<file path="src/rtl/fetch_pkg.sv">
// Shared types and constants for the instruction-fetch sequencer.
package fetch_pkg;

  localparam int PC_W = 16;
  localparam logic [PC_W-1:0] PC_INC = 16'h2;

  typedef enum logic [1:0] {
    REQ  = 2'd0,
    WAIT = 2'd1,
    HOLD = 2'd2,
    HALT = 2'd3
  } state_t;

  // Instructions are 16-bit words, so any odd fetch address is illegal.
  function automatic logic is_misaligned(input logic [PC_W-1:0] pc);
    return pc[0];
  endfunction

endpackage

</file>
<file path="src/rtl/cla16b.sv">
// 16-bit carry-lookahead adder: four 4-bit lookahead groups tied together by
// a second lookahead level.
module cla16b (
  input  logic [15:0] a,
  input  logic [15:0] b,
  input  logic        cIn,
  output logic [15:0] sum,
  output logic        cOut
);

  logic [15:0] g;
  logic [15:0] p;
  logic [15:0] c;
  logic [3:0]  grp_g;
  logic [3:0]  grp_p;
  logic [4:0]  grp_c;

  assign g = a & b;
  assign p = a ^ b;

  for (genvar k = 0; k < 4; k++) begin : g_blk
    localparam int B = 4 * k;
    assign grp_g[k] = g[B+3] | (p[B+3] & g[B+2]) | (p[B+3] & p[B+2] & g[B+1]) |
                      (p[B+3] & p[B+2] & p[B+1] & g[B]);
    assign grp_p[k] = &p[B +: 4];
    assign c[B]     = grp_c[k];
    assign c[B+1]   = g[B] | (p[B] & grp_c[k]);
    assign c[B+2]   = g[B+1] | (p[B+1] & g[B]) | (p[B+1] & p[B] & grp_c[k]);
    assign c[B+3]   = g[B+2] | (p[B+2] & g[B+1]) | (p[B+2] & p[B+1] & g[B]) |
                      (p[B+2] & p[B+1] & p[B] & grp_c[k]);
  end

  // Group carries are expanded directly from cIn so no carry ripples between groups.
  assign grp_c[0] = cIn;
  assign grp_c[1] = grp_g[0] | (grp_p[0] & cIn);
  assign grp_c[2] = grp_g[1] | (grp_p[1] & grp_g[0]) | (grp_p[1] & grp_p[0] & cIn);
  assign grp_c[3] = grp_g[2] | (grp_p[2] & grp_g[1]) | (grp_p[2] & grp_p[1] & grp_g[0]) |
                    (grp_p[2] & grp_p[1] & grp_p[0] & cIn);
  assign grp_c[4] = grp_g[3] | (grp_p[3] & grp_g[2]) | (grp_p[3] & grp_p[2] & grp_g[1]) |
                    (grp_p[3] & grp_p[2] & grp_p[1] & grp_g[0]) |
                    (grp_p[3] & grp_p[2] & grp_p[1] & grp_p[0] & cIn);

  assign sum  = p ^ c;
  assign cOut = grp_c[4];

endmodule

</file>
<file path="src/rtl/fetch_ctrl.sv">
// Instruction-fetch sequencer: owns the PC, issues single-word memory reads,
// buffers the returned word for decode and handles redirects, HALT and errors.
module fetch_ctrl
  import fetch_pkg::*;
#(
  parameter logic [PC_W-1:0] RESET_PC = 16'h0000
) (
  input  logic            clk,
  input  logic            rst,
  output logic            mem_rd,
  output logic [PC_W-1:0] mem_addr,
  input  logic            mem_stall,
  input  logic            mem_done,
  input  logic [PC_W-1:0] mem_data,
  input  logic            redir_valid,
  input  logic [PC_W-1:0] redir_pc,
  input  logic            halt_req,
  output logic            out_valid,
  input  logic            out_ready,
  output logic [PC_W-1:0] instr,
  output logic [PC_W-1:0] pc_out,
  output logic [PC_W-1:0] pc_plus2,
  output logic            halted,
  output logic            err
);

  state_t          state_q, state_d;
  logic [PC_W-1:0] pc_q, pc_d;
  logic [PC_W-1:0] pc_plus2_q, pc_plus2_d;
  logic [PC_W-1:0] instr_q, instr_d;
  logic            squash_q, squash_d;
  logic            err_q, err_d;
  logic            unused_cout;

  // The adder works on the next PC so that PC+2 is registered alongside the PC itself.
  cla16b u_pc_inc (
    .a    (pc_d),
    .b    (PC_INC),
    .cIn  (1'b0),
    .sum  (pc_plus2_d),
    .cOut (unused_cout)
  );

  always_comb begin
    state_d  = state_q;
    pc_d     = pc_q;
    instr_d  = instr_q;
    squash_d = squash_q;
    err_d    = err_q;

    if (state_q != HALT && redir_valid && is_misaligned(redir_pc)) begin
      err_d    = 1'b1;
      squash_d = 1'b0;
      state_d  = HALT;
    end else begin
      case (state_q)
        REQ: begin
          if (redir_valid) begin
            pc_d = redir_pc;
            // A stale request the memory accepted this cycle must be thrown away.
            if (!mem_stall) begin
              squash_d = 1'b1;
              state_d  = WAIT;
            end
          end else if (halt_req) begin
            state_d = HALT;
          end else if (!mem_stall) begin
            state_d = WAIT;
          end
        end
        WAIT: begin
          if (redir_valid) begin
            pc_d = redir_pc;
            // If the stale word arrives in the redirect cycle, there is nothing left to squash.
            if (mem_done) begin
              squash_d = 1'b0;
              state_d  = REQ;
            end else begin
              squash_d = 1'b1;
            end
          end else if (halt_req) begin
            squash_d = 1'b0;
            state_d  = HALT;
          end else if (mem_done) begin
            if (squash_q) begin
              squash_d = 1'b0;
              state_d  = REQ;
            end else begin
              instr_d = mem_data;
              state_d = HOLD;
            end
          end
        end
        HOLD: begin
          if (redir_valid) begin
            pc_d    = redir_pc;
            state_d = REQ;
          end else if (halt_req) begin
            state_d = HALT;
          end else if (out_ready) begin
            pc_d    = pc_plus2_q;
            state_d = REQ;
          end
        end
        HALT: begin
        end
      endcase
    end
  end

  always_ff @(posedge clk or posedge rst) begin
    if (rst) begin
      state_q    <= REQ;
      pc_q       <= RESET_PC;
      pc_plus2_q <= RESET_PC + PC_INC;
      instr_q    <= '0;
      squash_q   <= 1'b0;
      err_q      <= 1'b0;
    end else begin
      state_q    <= state_d;
      pc_q       <= pc_d;
      pc_plus2_q <= pc_plus2_d;
      instr_q    <= instr_d;
      squash_q   <= squash_d;
      err_q      <= err_d;
    end
  end

  assign mem_rd    = (state_q == REQ);
  assign mem_addr  = pc_q;
  assign out_valid = (state_q == HOLD);
  assign halted    = (state_q == HALT);
  assign instr     = instr_q;
  assign pc_out    = pc_q;
  assign pc_plus2  = pc_plus2_q;
  assign err       = err_q;

endmodule

</file>
<file path="config.mk">
export PLATFORM = sky130hd
export DESIGN_NAME = fetch_ctrl
export DESIGN_NICKNAME = d
export VERILOG_FILES = /design/src/rtl/fetch_pkg.sv /design/src/rtl/cla16b.sv /design/src/rtl/fetch_ctrl.sv
export SDC_FILE = /design/constraint.sdc
export NUM_CORES = 1
export LEC_CHECK = 0
export ABC_AREA = 0
export CORE_ASPECT_RATIO = 1.75
export CORE_MARGIN = 5
export CORE_UTILIZATION = 44
export CTS_BUF_LIST = sky130_fd_sc_hd__clkbuf_4 sky130_fd_sc_hd__clkbuf_8
export CTS_CLUSTER_DIAMETER = 120
export DETAILED_ROUTE_END_ITERATION = 8
export PLACE_DENSITY_LB_ADDON = 0.05
export SYNTH_ARGS = -nofsm -noshare
export SYNTH_HDL_FRONTEND = slang
export SYNTH_SLANG_ARGS = --single-unit
</file>
<file path="constraint.sdc">
create_clock -name clk -period 8.7 [get_ports clk]
set_clock_uncertainty 0.2 [all_clocks]
set_input_delay 1.305 -clock clk [delete_from_list [all_inputs] [get_ports clk]]
set_output_delay 1.305 -clock clk [all_outputs]
set_load 0.005 [all_outputs]
</file>
* Word level (Yosys, flattened, before mapping)
Cells that the tools add are included.
** Word-level totals
- Output and inout port bits :: 68
- Flip-flop bits (word level) :: 52
** Cells by class
- Reductions and logical operators :: 11
- Eq/ne operators :: 10
- Multiplexer cells :: 27
- Bitwise operators :: 30
** Operators by type and width (number)
- two-way mux 16 bit :: 5
- one-hot mux 16 bit (2 select lines) :: 1
- AND 1 bit :: 24
- two-way mux 2 bit :: 12
- AND reduction 4 bit :: 4
- XOR 16 bit :: 1
- != test 4 bit, second input constant :: 2
- two-way mux 1 bit :: 7
- one-hot mux 2 bit (3 select lines) :: 1
- AND reduction 6 bit :: 1
- != test 5 x 3 -> 1 bit, second input constant :: 1
- != test 5 bit, second input constant :: 1
- NOT 1 bit :: 5
- equality test 2 bit, second input constant :: 2
- nonzero test 4 bit :: 1
- != test 3 x 1 -> 1 bit, second input constant :: 1
- != test 3 x 2 -> 1 bit, second input constant :: 1
- nonzero test 3 bit :: 1
- equality test 2 x 1 -> 1 bit, second input constant :: 1
- logical AND 1 bit :: 2
- logical NOT 2 bit :: 1
- != test 2 bit, second input constant :: 1
- one-hot mux 1 bit (2 select lines) :: 1
- OR reduction 2 bit :: 1

* Depth between registers and ports, before layout
- Depth after elaboration :: 10
- Mapped depth :: 12
- Mapped depth without buffers :: 10

* By module
Synthesis repeated with hierarchy kept, for this count alone.
** Second synthesis, totals
- Cells, all modules :: 285
- Area total of the unflattened synthesis :: 3093.0 µm²
** By module, submodules not included
- fetch_ctrl :: cells an instance 212, seq. area each 1302.5 µm², area an instance 2446.1 µm², times used 1
- cla16b :: cells an instance 73, seq. area each 0.0 µm², area an instance 646.9 µm², times used 1

* Least setup slack after synthesis
Ideal clock, no wire load.
- Kind :: input to register
- From :: input port halt_req
- To :: register pc_plus2_q[9], in the netlist pc_plus2[9]
- Cell stages on the path :: 8
- Required time :: 8377 ps
- Arrival time :: 3011 ps
- Buffers on the path :: 0
- Setup slack :: 5366 ps
- Cells stage by stage :: nand2b_1 -> a2111oi_0 -> o31ai_1 -> o211ai_2 -> nor2_1 -> and2_1 -> ha_1 -> xor2_1
** Between the ends
- Longest elaborated chain between the ends :: 9
- Elaborated cells between the ends (all ways) :: 10
- Those cells by class :: 4 x mux; 5 x bitwise; 1 x reduce/logical
** RTL lines
- start, declared :: RTL line fetch_ctrl.sv:17 : input logic halt_req,
- two-way mux 16 bit * :: RTL line fetch_ctrl.sv:98 : end else if (halt_req) begin
- two-way mux 16 bit * :: RTL line fetch_ctrl.sv:95 : if (redir_valid) begin
- one-hot mux 16 bit (2 select lines) * :: RTL line fetch_ctrl.sv:56 : case (state_q)
- two-way mux 16 bit * :: RTL line fetch_ctrl.sv:51 : if (state_q != HALT && redir_valid && is_misaligned(redir_pc)) begin
- AND 1 bit
- AND 1 bit :: RTL line cla16b.sv:23 : assign grp_g[k] = g[B+3] | (p[B+3] & g[B+2]) | (p[B+3] & p[B+2] & g[B+1]) |
- AND 1 bit :: RTL line cla16b.sv:36 : assign grp_c[2] = grp_g[1] | (grp_p[1] & grp_g[0]) | (grp_p[1] & grp_p[0] & cIn);
- AND 1 bit :: RTL line cla16b.sv:27 : assign c[B+1] = g[B] | (p[B] & grp_c[k]);
- XOR 16 bit * :: RTL line cla16b.sv:43 : assign sum = p ^ c;
- named net pc_plus2_d[9] :: RTL line fetch_ctrl.sv:29 : logic [PC_W-1:0] pc_plus2_q, pc_plus2_d;
- end signal, assigned :: RTL line fetch_ctrl.sv:115 : pc_plus2_q <= RESET_PC + PC_INC;
- end signal, assigned :: RTL line fetch_ctrl.sv:122 : pc_plus2_q <= pc_plus2_d;
- end, declared :: RTL line fetch_ctrl.sv:29
The timed path passes the listed nets; every way through them passes the cells marked *.
A chain may end at the register's enable or synchronous reset.

* Worst setup path after layout
- From :: input port halt_req
- To :: register pc_plus2_q[9], in the netlist pc_plus2[9]
** Between the ends
- Elaborated cells between the ends (all ways) :: 10
- Those cells by class :: 4 x mux; 5 x bitwise; 1 x reduce/logical
** RTL lines
- two-way mux 16 bit :: RTL line fetch_ctrl.sv:98
- two-way mux 16 bit :: RTL line fetch_ctrl.sv:95
- one-hot mux 16 bit (2 select lines) :: RTL line fetch_ctrl.sv:56
- two-way mux 16 bit :: RTL line fetch_ctrl.sv:51
- named net pc_d[4] :: RTL line fetch_ctrl.sv:28 : logic [PC_W-1:0] pc_q, pc_d;
- AND reduction 4 bit :: RTL line cla16b.sv:25 : assign grp_p[k] = &p[B +: 4];
- AND 1 bit :: RTL line cla16b.sv:36
- AND 1 bit :: RTL line cla16b.sv:27
- XOR 16 bit :: RTL line cla16b.sv:43
- named net pc_plus2_d[9] :: RTL line fetch_ctrl.sv:29
The timed path passes the listed nets, and every way through them passes these cells.

==> results.yml <==
setup_path:
  timing.critical_path.required_ns: 8.74
  crit_path_start_kind: "primary input"
  cp-end-kind: "flop"
  timing.setup.critical_path_class: "in2reg"
  cp_data_arrival_time_ns: 4.07
  critical_path.max_fanout: 13
clocking:
  post-cts-setup-buffer-count: 0
  cts_tree: "built"
  ctsResizeCount: 0
  cts_inserted_buffers: 5
  clock_latency_reported_for_the_late_side_of_the_worst_skew_pair_ns: 0.31
  deepest_level_of_the_cts_h_tree: 2
  cts-hold-fix-buffers: 0
  cts_sinks: 51
  clk_buf_depth: 2
  cts.clk_slew.worst_paths_ns: 0.10
  root_buffer: "clkbuf_8"
place:
  dpl.hpwl_um: 5830
  gp_congestion: 0.880
  numPortBuffers: 106
  dp.cells: 421
route:
  final_antenna_net_count: 0
  dr_total_vias: 2372
  detail_route.wirelength_um: 7740
  drt_first_iter_violations: 151
  detail_route.vias_per_cell: 5.53
  drt_drc_violations_left: 0
  number_of_iterations_in_the_first_detailed_routing_pass: 4
  drt-wirelength-per-cell_um: 18.0
yosys:
  synth_warn: 0
  synth.top_cells.by_area: "dfrtp_1 (43%), buf_4 (5.4%), mux2_2 (4.7%), a211oi_1 (3.1%), a211oi_2 (3.0%)"
  synth_simple_gate_area_share: 0.148
  synth_edf_count: 0
  ys_seq_elements: 51
  synth-xor-area-share: 0.0332
  post_synth_mux_area_share: 0.0621
  yosysTopAreaCellShare: 0.431
  main_combinational_cell_family_by_area_after_synthesis: "compound AO/OA/AOI/OAI gates"
  yosysSeqAreaShare: 0.440
  synth_area_um2: 2900
  avgSynthCellArea_um2: 11.1
  synth-adder-area-share: 0.0302
  synth.lib_cells_used.distinct: 56
  netlist_instances: 262
  synth_nets: 308
  synth-compound-area-share: 0.199
  synth_top_flop_cell: "dfrtp_1"
  synth_largest_area_cell: "dfrtp_1"
  postSynth.asyncResetShare: 1.00
layout:
  design.final.nets: 392
  antennaDiodeCount: 0
  most-common-layout-cells: "clkdlybuf4s50_1 (106), dfrtp_1 (50), nor2_1 (21), mux2_2 (12), a211oi_1 (12)"
  flow.area_growth_from_synthesis_pct: 36.6
  post_route_cells_drive_above_1_share: 0.144
  final_common_cell: "clkdlybuf4s50_1"
  finish.cell_count_without_fillers: 429
status:
  run_status: "complete, no violations"
pwr:
  p_sw_uw: 507
  worst_vdd_ir_uv: 159
  pwr-share-clk: 0.112
  pwr-share-comb: 0.563
  switching_share: 0.391
  p_leak_nw: 1.63
  power_density_over_the_cells_nw_per_um2: 327
  pwr-share-seq: 0.325
  p_int_uw: 790
die:
  top_level_ports: 107
  core-area_um2: 6490
  die_x_um: 71.4
  core.rowCount: 39
  start_util: 0.447
  die_height_um: 117
  die_area_um2: 8380
timing:
  finalHoldViolCount: 0
  final-max-slew-violation-count: 0
  timing.final.setup_violations: 0
  fmax_ghz: 0.249
  setup_repair_after_global_routing_missed_its_margin: "false"
  setup_tns_ns: 0
  transition_time_at_the_pin_with_the_least_slew_margin_ns: 1.06
  final_critical_path_share_of_the_clock_period: 0.463
  slew_headroom: 0.290
  post-route-min-period_ns: 4.02
grt:
  overall_global_routing_usage: 0.194
  pin_count_of_the_biggest_net_entering_global_routing: 52
  grt_pass1_vias: 2544
  grt_first_pass_wirelength_um: 12900
  grt_overflow: 0
  antenna_violations_before_repair: 0
flow_run:
  cap_viol_max_count: 0
min_path:
  hold_path.class: "reg2reg"
-- per-stage QoR --
step	utilization	total power, mW	setup slack (ns)	hold slack [ns]	cell area, um2
detailed placement	0.596	1.16	4.36	0.257	3870
finish	0.610	1.30	4.68	0.278	3960
global route	0.610	1.39	4.52	0.311	3960
CTS	0.610	1.31	4.68	0.285	3960
global placement	0.596	1.15	4.41	0.249	3870
floorplan	-	0.833	5.37	0.259	2900
-- final cells by class --
type | count | area, um2
multi-input combinational | 170 | 1380
clock buffer | 5 | 68.8
sequential | 51 | 1280
timing repair buffer | 107 | 1070
clock inverter | 3 | 22.5
fill | 551 | 2530
inverter | 11 | 41.3
tap | 82 | 103
-- worst paths after layout --
kind                            cells past startpoint                      to                    from  slack (ns)
worst min-delay path                                1         err$_DFFE_PP0P_         err$_DFFE_PP0P_        0.28
max in group asynchronous                           2   pc_plus2[9]$_DFF_PP0_                     rst        6.28
worst max register to register                     10   pc_plus2[9]$_DFF_PP0_  state_q[1]$_DFFE_PP0P_        5.17
min in group asynchronous                           2  mem_addr[15]$_DFF_PP0_                     rst        1.37
worst max-delay path                                9   pc_plus2[9]$_DFF_PP0_                halt_req        4.68
worst min register to register                      1         err$_DFFE_PP0P_         err$_DFFE_PP0P_        0.28
-- cells in the mapped netlist (2+ instances only) --
| cell | count |
|---|---|
| a221oi_2 | 2 |
| inv_1 | 11 |
| mux2_1 | 4 |
| mux2_2 | 12 |
| o221ai_2 | 3 |
| nor2b_1 | 2 |
| o22ai_1 | 2 |
| nor4_2 | 5 |
| a21oi_1 | 7 |
| a21boi_0 | 2 |
| o21ai_0 | 8 |
| dfrtp_1 | 50 |
| nor2_1 | 21 |
| nand2b_1 | 5 |
| or2_1 | 2 |
| buf_2 | 6 |
| ha_1 | 7 |
| o211ai_2 | 2 |
| buf_4 | 21 |
| or3_1 | 10 |
| nand3_1 | 4 |
| o31ai_1 | 3 |
| o221ai_1 | 6 |
| and2_1 | 3 |
| a211oi_1 | 12 |
| xor2_1 | 10 |
| a211oi_2 | 7 |
| nand2_1 | 7 |
-- cells by family after synthesis --
group,after synthesis
compound gates,66
mux,16
simple gates,70
flops,51
fa+ha+maj,7
xor+xnor,11
buf+inv,41
-- power groups by stage --
stage               clock (mW)  combinational, mW  sequential, mW
detailed placement           0              0.733           0.427
floorplan                    0              0.417           0.416
global placement             0              0.727           0.426
finish                   0.145              0.730           0.422
global route             0.161              0.793           0.440
CTS                      0.151              0.738           0.423
-- sequential cells by signal, summed over array words and instances (netlist names) --
signal    flops
instr        16
pc_plus2     16
mem_addr     15
state_q       2
err           1
squash_q      1
-- per-layer routing --
layer	share of wire	GRT usage
met2	0.55	0.356
met5	0	0
met3	0.052	0.0385
met4	0.021	0.0682
met1	0.38	0.215
-- critical path, stage by stage --
cell and delay [ns]:
clkdlybuf4s50_1 0.55, and3b_1 0.64, a211oi_1 0.17, a211oi_2 0.45, o211ai_2 0.28, nor2_1 0.22
and2_1 0.15, ha_1 0.15, xor2_1 0.13
Note: power is estimated with default switching activity, not from simulation.
